`src/rtl/tmr_layer_engine.sv`:
```
// tmr_layer_engine
// CRC-protected fixed-point neuron layer. Each accepted beat carries one
// activation H and N CRC-protected weight codewords. Clean beats add the
// saturated product W*H >>> FRAC into each lane accumulator. A beat with any
// bad codeword is rejected and retried; too many consecutive rejects on the
// same step park the engine in FAIL until the next start.
//
// Ports:
//   clk, reset       clock, asynchronous active-low reset
//   start            frame start pulse (honoured in IDLE and FAIL only)
//   in_valid/ready   beat handshake (ready only in RUN)
//   H                signed activation for the current step
//   Wcrc             N codewords {data[n-1:0], crc[cl-1:0]}, lane 0 at LSB
//   out_valid/ready  result handshake (valid only in DONE)
//   Y                N signed accumulators, lane 0 at LSB
//   crc_err          one-cycle pulse after a rejected beat
//   lane_err         bad-lane mask of the last rejected beat
//   sat              sticky saturation flag for the current frame
//   fail             engine is in FAIL
//   fault_cnt        saturating count of rejected beats, cleared by reset only
module tmr_layer_engine #(
   parameter int N = 4,
   parameter int S = 8,
   parameter int n = 16,
   parameter int cl = 8,
   parameter logic [cl-1:0] POLY = 8'h07,
   parameter int FRAC = 8,
   parameter int MAXRETRY = 3
) (
   input  logic                  clk,
   input  logic                  reset,
   input  logic                  start,
   input  logic                  in_valid,
   output logic                  in_ready,
   input  logic [n-1:0]          H,
   input  logic [N*(n+cl)-1:0]   Wcrc,
   output logic                  out_valid,
   input  logic                  out_ready,
   output logic [N*n-1:0]        Y,
   output logic                  crc_err,
   output logic [N-1:0]          lane_err,
   output logic                  sat,
   output logic                  fail,
   output logic [15:0]           fault_cnt
);

   localparam int SW = (S > 1) ? $clog2(S) : 1;
   localparam int RW = $clog2(MAXRETRY + 1);
   localparam logic signed [2*n-1:0] MAX_V = {{(n+1){1'b0}}, {(n-1){1'b1}}};
   localparam logic signed [2*n-1:0] MIN_V = {{(n+1){1'b1}}, {(n-1){1'b0}}};

   typedef enum logic [1:0] {IDLE = 2'd0, RUN = 2'd1, DONE = 2'd2, FAIL = 2'd3} state_t;

   // MSB-first CRC over the data bits, init 0.
   function automatic logic [cl-1:0] crc_calc(input logic [n-1:0] d);
      logic [cl-1:0] c;
      logic          fb;
      c = '0;
      for (int i = n - 1; i >= 0; i--) begin
         fb = c[cl-1] ^ d[i];
         c  = {c[cl-2:0], 1'b0};
         if (fb) c = c ^ POLY;
         else    c = c;
      end
      return c;
   endfunction

   // Clamp a 2n-bit signed value to n bits; MSB of the result flags a clamp.
   function automatic logic [n:0] sat_to_n(input logic signed [2*n-1:0] v);
      logic [n:0] r;
      if (v > MAX_V)      r = {1'b1, MAX_V[n-1:0]};
      else if (v < MIN_V) r = {1'b1, MIN_V[n-1:0]};
      else                r = {1'b0, v[n-1:0]};
      return r;
   endfunction

   state_t                 state_r, state_nx_s;
   logic [N-1:0][n-1:0]    acc_r, acc_nx_s;
   logic [SW-1:0]          step_r;
   logic [RW-1:0]          retry_r;
   logic [15:0]            fault_r;
   logic [N-1:0]           lane_err_r, bad_s;
   logic                   sat_r, sat_hit_s, crc_err_r;
   logic                   in_ready_r, out_valid_r, fail_r;
   logic                   beat_s, clr_s;

   logic [n-1:0]           w_data_s  [N];
   logic [cl-1:0]          w_crc_s   [N];
   logic signed [2*n-1:0]  prod_s    [N];
   logic [n:0]             prod_sat_s[N];
   logic signed [2*n-1:0]  sum_s     [N];
   logic [n:0]             sum_sat_s [N];

   assign beat_s = in_valid & in_ready_r;
   assign clr_s  = start & ((state_r == IDLE) | (state_r == FAIL));

   // Per-lane CRC check and saturating multiply-accumulate candidate.
   always_comb begin
      bad_s     = '0;
      sat_hit_s = 1'b0;
      acc_nx_s  = acc_r;
      for (int j = 0; j < N; j++) begin
         w_data_s[j]   = Wcrc[(n+cl)*(j+1)-1 -: n];
         w_crc_s[j]    = Wcrc[(n+cl)*j+cl-1 -: cl];
         bad_s[j]      = (crc_calc(w_data_s[j]) != w_crc_s[j]);
         // Sign-extend both operands so the low 2n bits hold the exact product.
         prod_s[j]     = ($signed({{n{w_data_s[j][n-1]}}, w_data_s[j]}) *
                          $signed({{n{H[n-1]}}, H})) >>> FRAC;
         prod_sat_s[j] = sat_to_n(prod_s[j]);
         sum_s[j]      = {{n{acc_r[j][n-1]}}, acc_r[j]} +
                         {{n{prod_sat_s[j][n-1]}}, prod_sat_s[j][n-1:0]};
         sum_sat_s[j]  = sat_to_n(sum_s[j]);
         acc_nx_s[j]   = sum_sat_s[j][n-1:0];
         sat_hit_s     = sat_hit_s | prod_sat_s[j][n] | sum_sat_s[j][n];
      end
   end

   // Next-state decode.
   always_comb begin
      state_nx_s = state_r;
      case (state_r)
         IDLE: begin
            if (start) state_nx_s = RUN;
            else       state_nx_s = IDLE;
         end
         RUN: begin
            if (beat_s && (|bad_s)) begin
               if (retry_r == RW'(MAXRETRY - 1)) state_nx_s = FAIL;
               else                              state_nx_s = RUN;
            end else if (beat_s && (step_r == SW'(S - 1))) begin
               state_nx_s = DONE;
            end else begin
               state_nx_s = RUN;
            end
         end
         DONE: begin
            if (out_ready) state_nx_s = IDLE;
            else           state_nx_s = DONE;
         end
         FAIL: begin
            if (start) state_nx_s = RUN;
            else       state_nx_s = FAIL;
         end
         default: state_nx_s = IDLE;
      endcase
   end

   // State register and registered state-decoded handshake/status outputs.
   always_ff @(posedge clk or negedge reset) begin
      if (!reset) begin
         state_r     <= IDLE;
         in_ready_r  <= 1'b0;
         out_valid_r <= 1'b0;
         fail_r      <= 1'b0;
      end else begin
         state_r     <= state_nx_s;
         in_ready_r  <= (state_nx_s == RUN);
         out_valid_r <= (state_nx_s == DONE);
         fail_r      <= (state_nx_s == FAIL);
      end
   end

   // Accumulators, step/retry counters, error reporting and fault counter.
   always_ff @(posedge clk or negedge reset) begin
      if (!reset) begin
         acc_r      <= '0;
         step_r     <= '0;
         retry_r    <= '0;
         fault_r    <= 16'd0;
         lane_err_r <= '0;
         sat_r      <= 1'b0;
         crc_err_r  <= 1'b0;
      end else begin
         crc_err_r <= 1'b0;
         if (clr_s) begin
            acc_r      <= '0;
            step_r     <= '0;
            retry_r    <= '0;
            lane_err_r <= '0;
            sat_r      <= 1'b0;
         end else if (beat_s && (|bad_s)) begin
            crc_err_r  <= 1'b1;
            lane_err_r <= bad_s;
            retry_r    <= retry_r + RW'(1);
            fault_r    <= (fault_r == 16'hFFFF) ? fault_r : fault_r + 16'd1;
         end else if (beat_s) begin
            acc_r   <= acc_nx_s;
            step_r  <= step_r + SW'(1);
            retry_r <= '0;
            sat_r   <= sat_r | sat_hit_s;
         end else begin
            acc_r <= acc_r;
         end
      end
   end

   assign in_ready  = in_ready_r;
   assign out_valid = out_valid_r;
   assign fail      = fail_r;
   assign Y         = acc_r;
   assign crc_err   = crc_err_r;
   assign lane_err  = lane_err_r;
   assign sat       = sat_r;
   assign fault_cnt = fault_r;

endmodule

```
`config.mk`:
```
export PLATFORM = sky130hd
export DESIGN_NAME = tmr_layer_engine
export DESIGN_NICKNAME = d
export VERILOG_FILES = /design/src/rtl/tmr_layer_engine.sv
export SDC_FILE = /design/constraint.sdc
export NUM_CORES = 2
export LEC_CHECK = 0
export ABC_AREA = 0
export BUFFER_PORTS_ARGS = -buffer_cell sky130_fd_sc_hd__buf_2
export CAP_MARGIN = 15
export CELL_PAD_IN_SITES_DETAIL_PLACEMENT = 1
export CELL_PAD_IN_SITES_GLOBAL_PLACEMENT = 1
export CORE_AREA = 10 10 319 321
export CTS_CLUSTER_SIZE = 14
export DETAILED_ROUTE_END_ITERATION = 7
export DIE_AREA = 0 0 329 331
export PLACE_DENSITY = 0.81
export SETUP_SLACK_MARGIN = 0.2
export SLEW_MARGIN = 20
export SYNTH_ARGS = -nofsm -noshare
export SYNTH_HDL_FRONTEND = slang
export SYNTH_SLANG_ARGS = --single-unit
```
`constraint.sdc`:
```
create_clock -name clk -period 3.91 [get_ports clk]
set_input_delay 0.391 -clock clk [delete_from_list [all_inputs] [get_ports clk]]
set_output_delay 0.391 -clock clk [all_outputs]
set_load 0.1 [all_outputs]
```
==> impl_metrics.json, run 1 <==
{
  "syn-num-nets": 6934,
  "synth-seq-cells": 96,
  "ctsHtreeMaxLevel": 3,
  "gp_congestion": 0.926,
  "numCtsBuffers": 9,
  "clock_sinks": 96,
  "synth-simple-area-share_pct": 15.2,
  "syn_area_per_cell_um2": 8.97,
  "row_count": 114,
  "io_buffers": 205,
  "io_pins": 206,
  "yosysSeqAreaShare_pct": 4.98,
  "overflow": 21,
  "synthCells": 5381,
  "synthFlopType": "dfrtp_1",
  "yosys_warnings": 0,
  "grt_usage_pct": 68.8,
  "synth_common_cells": "1,241 x inv_1, 1,048 x fa_1, 637 x nand2_1, 434 x and2_1, 388 x ha_1",
  "synthDistinctLibCells": 92,
  "dp_hpwl_mm": 161,
  "synth_top_family_by_area": "adder cells",
  "synth_mux_area_share_pct": 0.277,
  "synth_most_common_cell": "inv_1",
  "synth-compound-area-share_pct": 7.70,
  "synth_top_area_share_pct": 43.5,
  "syn-cell-area_um2": 48300,
  "crit_endpoint": "sat$_DFFE_PN0P_/D",
  "synth_edf_count": 0,
  "ctsLongestPathBuffers": 2,
  "clock-root-buffer": "clkbuf_16",
  "haltStage": "global routing (5_1_grt)",
  "synth_adder_area_share_pct": 53.5,
  "synth_xor_area_share_pct": 6.51,
  "fp.dieW_um": 329,
  "synth.area.top_cells": "fa_1 43%, ha_1 10%, inv_1 9.6%",
  "status": "stopped before the end",
  "error": "[ERROR GRT-0232] Routing congestion too high. Check the congestion heatmap in the GUI.",
  "placed_cell_area_um2": 57800,
  "post-place-ws_ns": -6.46,
  "async_reset_ff_share_pct": 100,
  "start_util_pct": 50.4,
  "worst-endpoint-pin-kind": "register data pin",
  "grt_max_degree": 43,
  "yosys.area.top_type": "fa_1",
  "fp.dieH_um": 331
}
[repair_timing]
| item | CTS |
|---|---|
| endpoints found under the setup margin | 73 |
| hold buffers | 0 |
| cloned | 11 |
| pin swaps | 155 |
| hold endpoints to repair | 0 |
| setup buffers | 122 |
| gates resized for setup | 360 |
[cell families after synthesis]
logic type      count (synthesis)
xor+xnor                      306
fa+ha+maj                    1437
compound gates                546
simple gates                 1479
flops                          96
mux                            13
buf+inv                      1504
[stage by stage]
step	util [%]	cells	hold slack, ns
after global placement	60.4	7474	0.471
after CTS	63.6	7623	0.0105
after detailed placement	60.4	7474	0.483
after floorplan	-	5381	0.0954
[routing by layer]
layer / global-route usage (%) / overflow
met5: 41.1 / 0
met4: 71.9 / 8
met3: 59.1 / 0
met2: 84.4 / 13
met1: 63.0 / 0
==> inputs of run 2 (changes only) <==
Settings changed: CELL_PAD_IN_SITES_DETAIL_PLACEMENT 1 to unset, CELL_PAD_IN_SITES_GLOBAL_PLACEMENT 1 to unset, CORE_AREA 10 10 319 321 to 10 10 359 361, CTS_CLUSTER_SIZE 14 to unset, DIE_AREA 0 0 329 331 to 0 0 369 371, PLACE_DENSITY 0.81 to unset, PLACE_DENSITY_LB_ADDON set to 0.15, SETUP_SLACK_MARGIN 0.2 to unset.
==> run 2 against run 1 <==
The flow now finishes, with violations (setup timing); synthesized cell count did not move; area after synthesis did not move.
==> impl_metrics.json, run 2 <==
{
  "gp_congestion": 0.861,
  "synth-simple-area-share_pct": 15.2,
  "violations": "setup timing",
  "final_cells": 7953,
  "met2_usage_pct": 36.6,
  "overflow": 0,
  "fmax_mhz": 110,
  "syn2layout_area_growth_pct": 26.8,
  "synth-seq-cells": 96,
  "grt_pass1_wl_mm": 228,
  "period_minus_slack_ns": 9.10,
  "synth_most_common_cell": "inv_1",
  "yosysSeqAreaShare_pct": 4.98,
  "crit_path_end_kind": "flop",
  "critical_path_buf_inv_count": 10,
  "final_common_cell": "inv_1",
  "synth_top_area_share_pct": 43.5,
  "grt_max_degree": 85,
  "io_buffers": 205,
  "synth_common_cells": "1,241 x inv_1, 1,048 x fa_1, 637 x nand2_1, 434 x and2_1, 388 x ha_1",
  "crit_top_cell": "fa_1",
  "grt_usage_pct": 20.9,
  "clk_latency_ns": 0.44,
  "setup_slack_ns": -5.19,
  "start_util_pct": 39.8,
  "vias_per_cell": 4.87,
  "setup_viol": 65,
  "synth-compound-area-share_pct": 7.70,
  "ctsLongestPathBuffers": 2,
  "layout-drive-gt1-share_pct": 24.1,
  "routed_wl_mm": 142,
  "syn_area_per_cell_um2": 8.97,
  "synthFlopType": "dfrtp_1",
  "largest_reg_flops": 64,
  "synth_top_family_by_area": "adder cells",
  "slowest_stage": "fa_1",
  "cp-startpoint": "H[1]",
  "synth_edf_count": 0,
  "antenna_found_initial": 7,
  "synthDistinctLibCells": 92,
  "status": "finished, violations left",
  "postRouteAntennaNets": 0,
  "synth_mux_area_share_pct": 0.277,
  "worstMarginPinSlew_ns": 0.661,
  "fp.dieH_um": 371,
  "slew_violations": 0,
  "rsz0062_at_grt": "yes",
  "yosys_warnings": 0,
  "async_reset_ff_share_pct": 100,
  "startpoint_type": "primary input",
  "mostFrequentLayoutCells": "1,218 x inv_1, 1,018 x fa_1, 867 x buf_4",
  "yosys.area.top_type": "fa_1",
  "core_um2": 121000,
  "cp_slowest_stage_delay_ns": 0.54,
  "critPathKind": "primary input to flop",
  "io_pins": 206,
  "syn-num-nets": 6934,
  "fp.dieW_um": 369,
  "cp.arrival_ns": 9.42,
  "wl_per_cell_um": 17.9,
  "maxCapViolCount": 0,
  "cts_tree": "built",
  "synth.area.top_cells": "fa_1 43%, ha_1 10%, inv_1 9.6%",
  "dp_hpwl_mm": 119,
  "ctsHtreeMaxLevel": 3,
  "dp_cells": 7838,
  "met3_usage_pct": 2.89,
  "fin_crit_sh_pct": 233,
  "post-place-ws_ns": -6.05,
  "first_global_vias": 42430,
  "numCtsBuffers": 9,
  "drtIter0Drc": 1747,
  "cp_max_fo": 8,
  "clock-root-buffer": "clkbuf_16",
  "syn-cell-area_um2": 48300,
  "crit_required_ns": 4.23,
  "dieArea_um2": 137000,
  "row_count": 128,
  "clock_sinks": 96,
  "crit-reg2reg-launch": "Y[17]",
  "grt.busiest_layer": "met2",
  "path_delay_family": "adder cells",
  "final_core_utilization_pct": 50.4,
  "clk_pin_slew_ns": 0.09,
  "fin_nets": 7874,
  "hold_violations": 0,
  "drc": 0,
  "synth_adder_area_share_pct": 53.5,
  "slew_headroom_pct": 55.9,
  "synth_xor_area_share_pct": 6.51,
  "worstHoldPathType": "primary input to flop",
  "synthCells": 5381,
  "use_met1_pct": 27.2,
  "finClkSkew_ns": 0.0171,
  "vias": 38727,
  "dr.pass1.iters": 5,
  "hp-start": "start"
}
-- run 2: cell counts after synthesis --
No cell type changed its count.
-- run 2: through the flow --
stage               hold WS (ns)  instance area [um2]  TNS, ns
finish                     0.331                61200  -318.28
global route               0.357                61200  -339.35
CTS                        0.291                59600  -319.02
detailed placement         0.257                58600  -366.55
global placement           0.256                58600  -361.98
floorplan                 0.0954                50000  -303.36
-- run 2: final cells by class --
| type | count | area (um2) |
|---|---|---|
| diodes | 2 | 5.00 |
| clock buffers | 11 | 243 |
| clock inverters | 5 | 45.0 |
| fillers | 11763 | 60200 |
| inverters | 1241 | 4660 |
| multi-input cells | 3783 | 42000 |
| flip-flops and latches | 96 | 2400 |
| well taps | 1625 | 2030 |
| repair buffers | 1190 | 9850 |
-- run 2: tightest hold or removal path, delay by kind of cell --
| family | cells | cell delay, ns |
|---|---|---|
| compound gates | 1 | 0.10 |
| buf+inv | 2 | 0.24 |
-- run 2: metal layers --
metal	part of all wire (%)	wire length, um	vias up
met1	43	61500	19791
met5	0.027	38	-
met2	50	70600	658
met4	2.6	3690	6
li1	-	-	18126
met3	4.5	6440	146
-- run 2: worst paths after layout --
path	to	slack, ns	depth (start not counted)
min in group asynchronous	Y[12]	0.34	2
max in group asynchronous	Y[21]	2.69	3
worst min-delay path	state_r[0]	0.33	3
worst max register to register	Y[29]	0.52	13
worst min register to register	fault_cnt[5]	0.49	1
worst max-delay path	Y[29]	-5.19	39
-- run 2: repair_timing --
action,4_1_cts,5_1_grt
endpoints found under the setup margin,65,65
pin swaps,33,114
buffers inserted,28,52
gates cloned,4,14
hold buffers,1,0
endpoints found under the hold margin,12,0
resized for setup,73,203
-- run 2: cells by family (layout without fill, tap and decap cells) --
kind of cell	count (synthesis)	after routing
XOR/XNOR	306	306
flip-flops	96	96
adder cells (fa/ha/maj)	1437	1437
AND/OR/NAND/NOR	1479	1481
AO/OA/AOI/OAI	546	546
buffers and inverters	1504	2447
other	0	2
multiplexers	13	13
Power of run 2 is not shown: default switching activity piles up to over one toggle a cycle in this logic, so the estimate is an artifact.
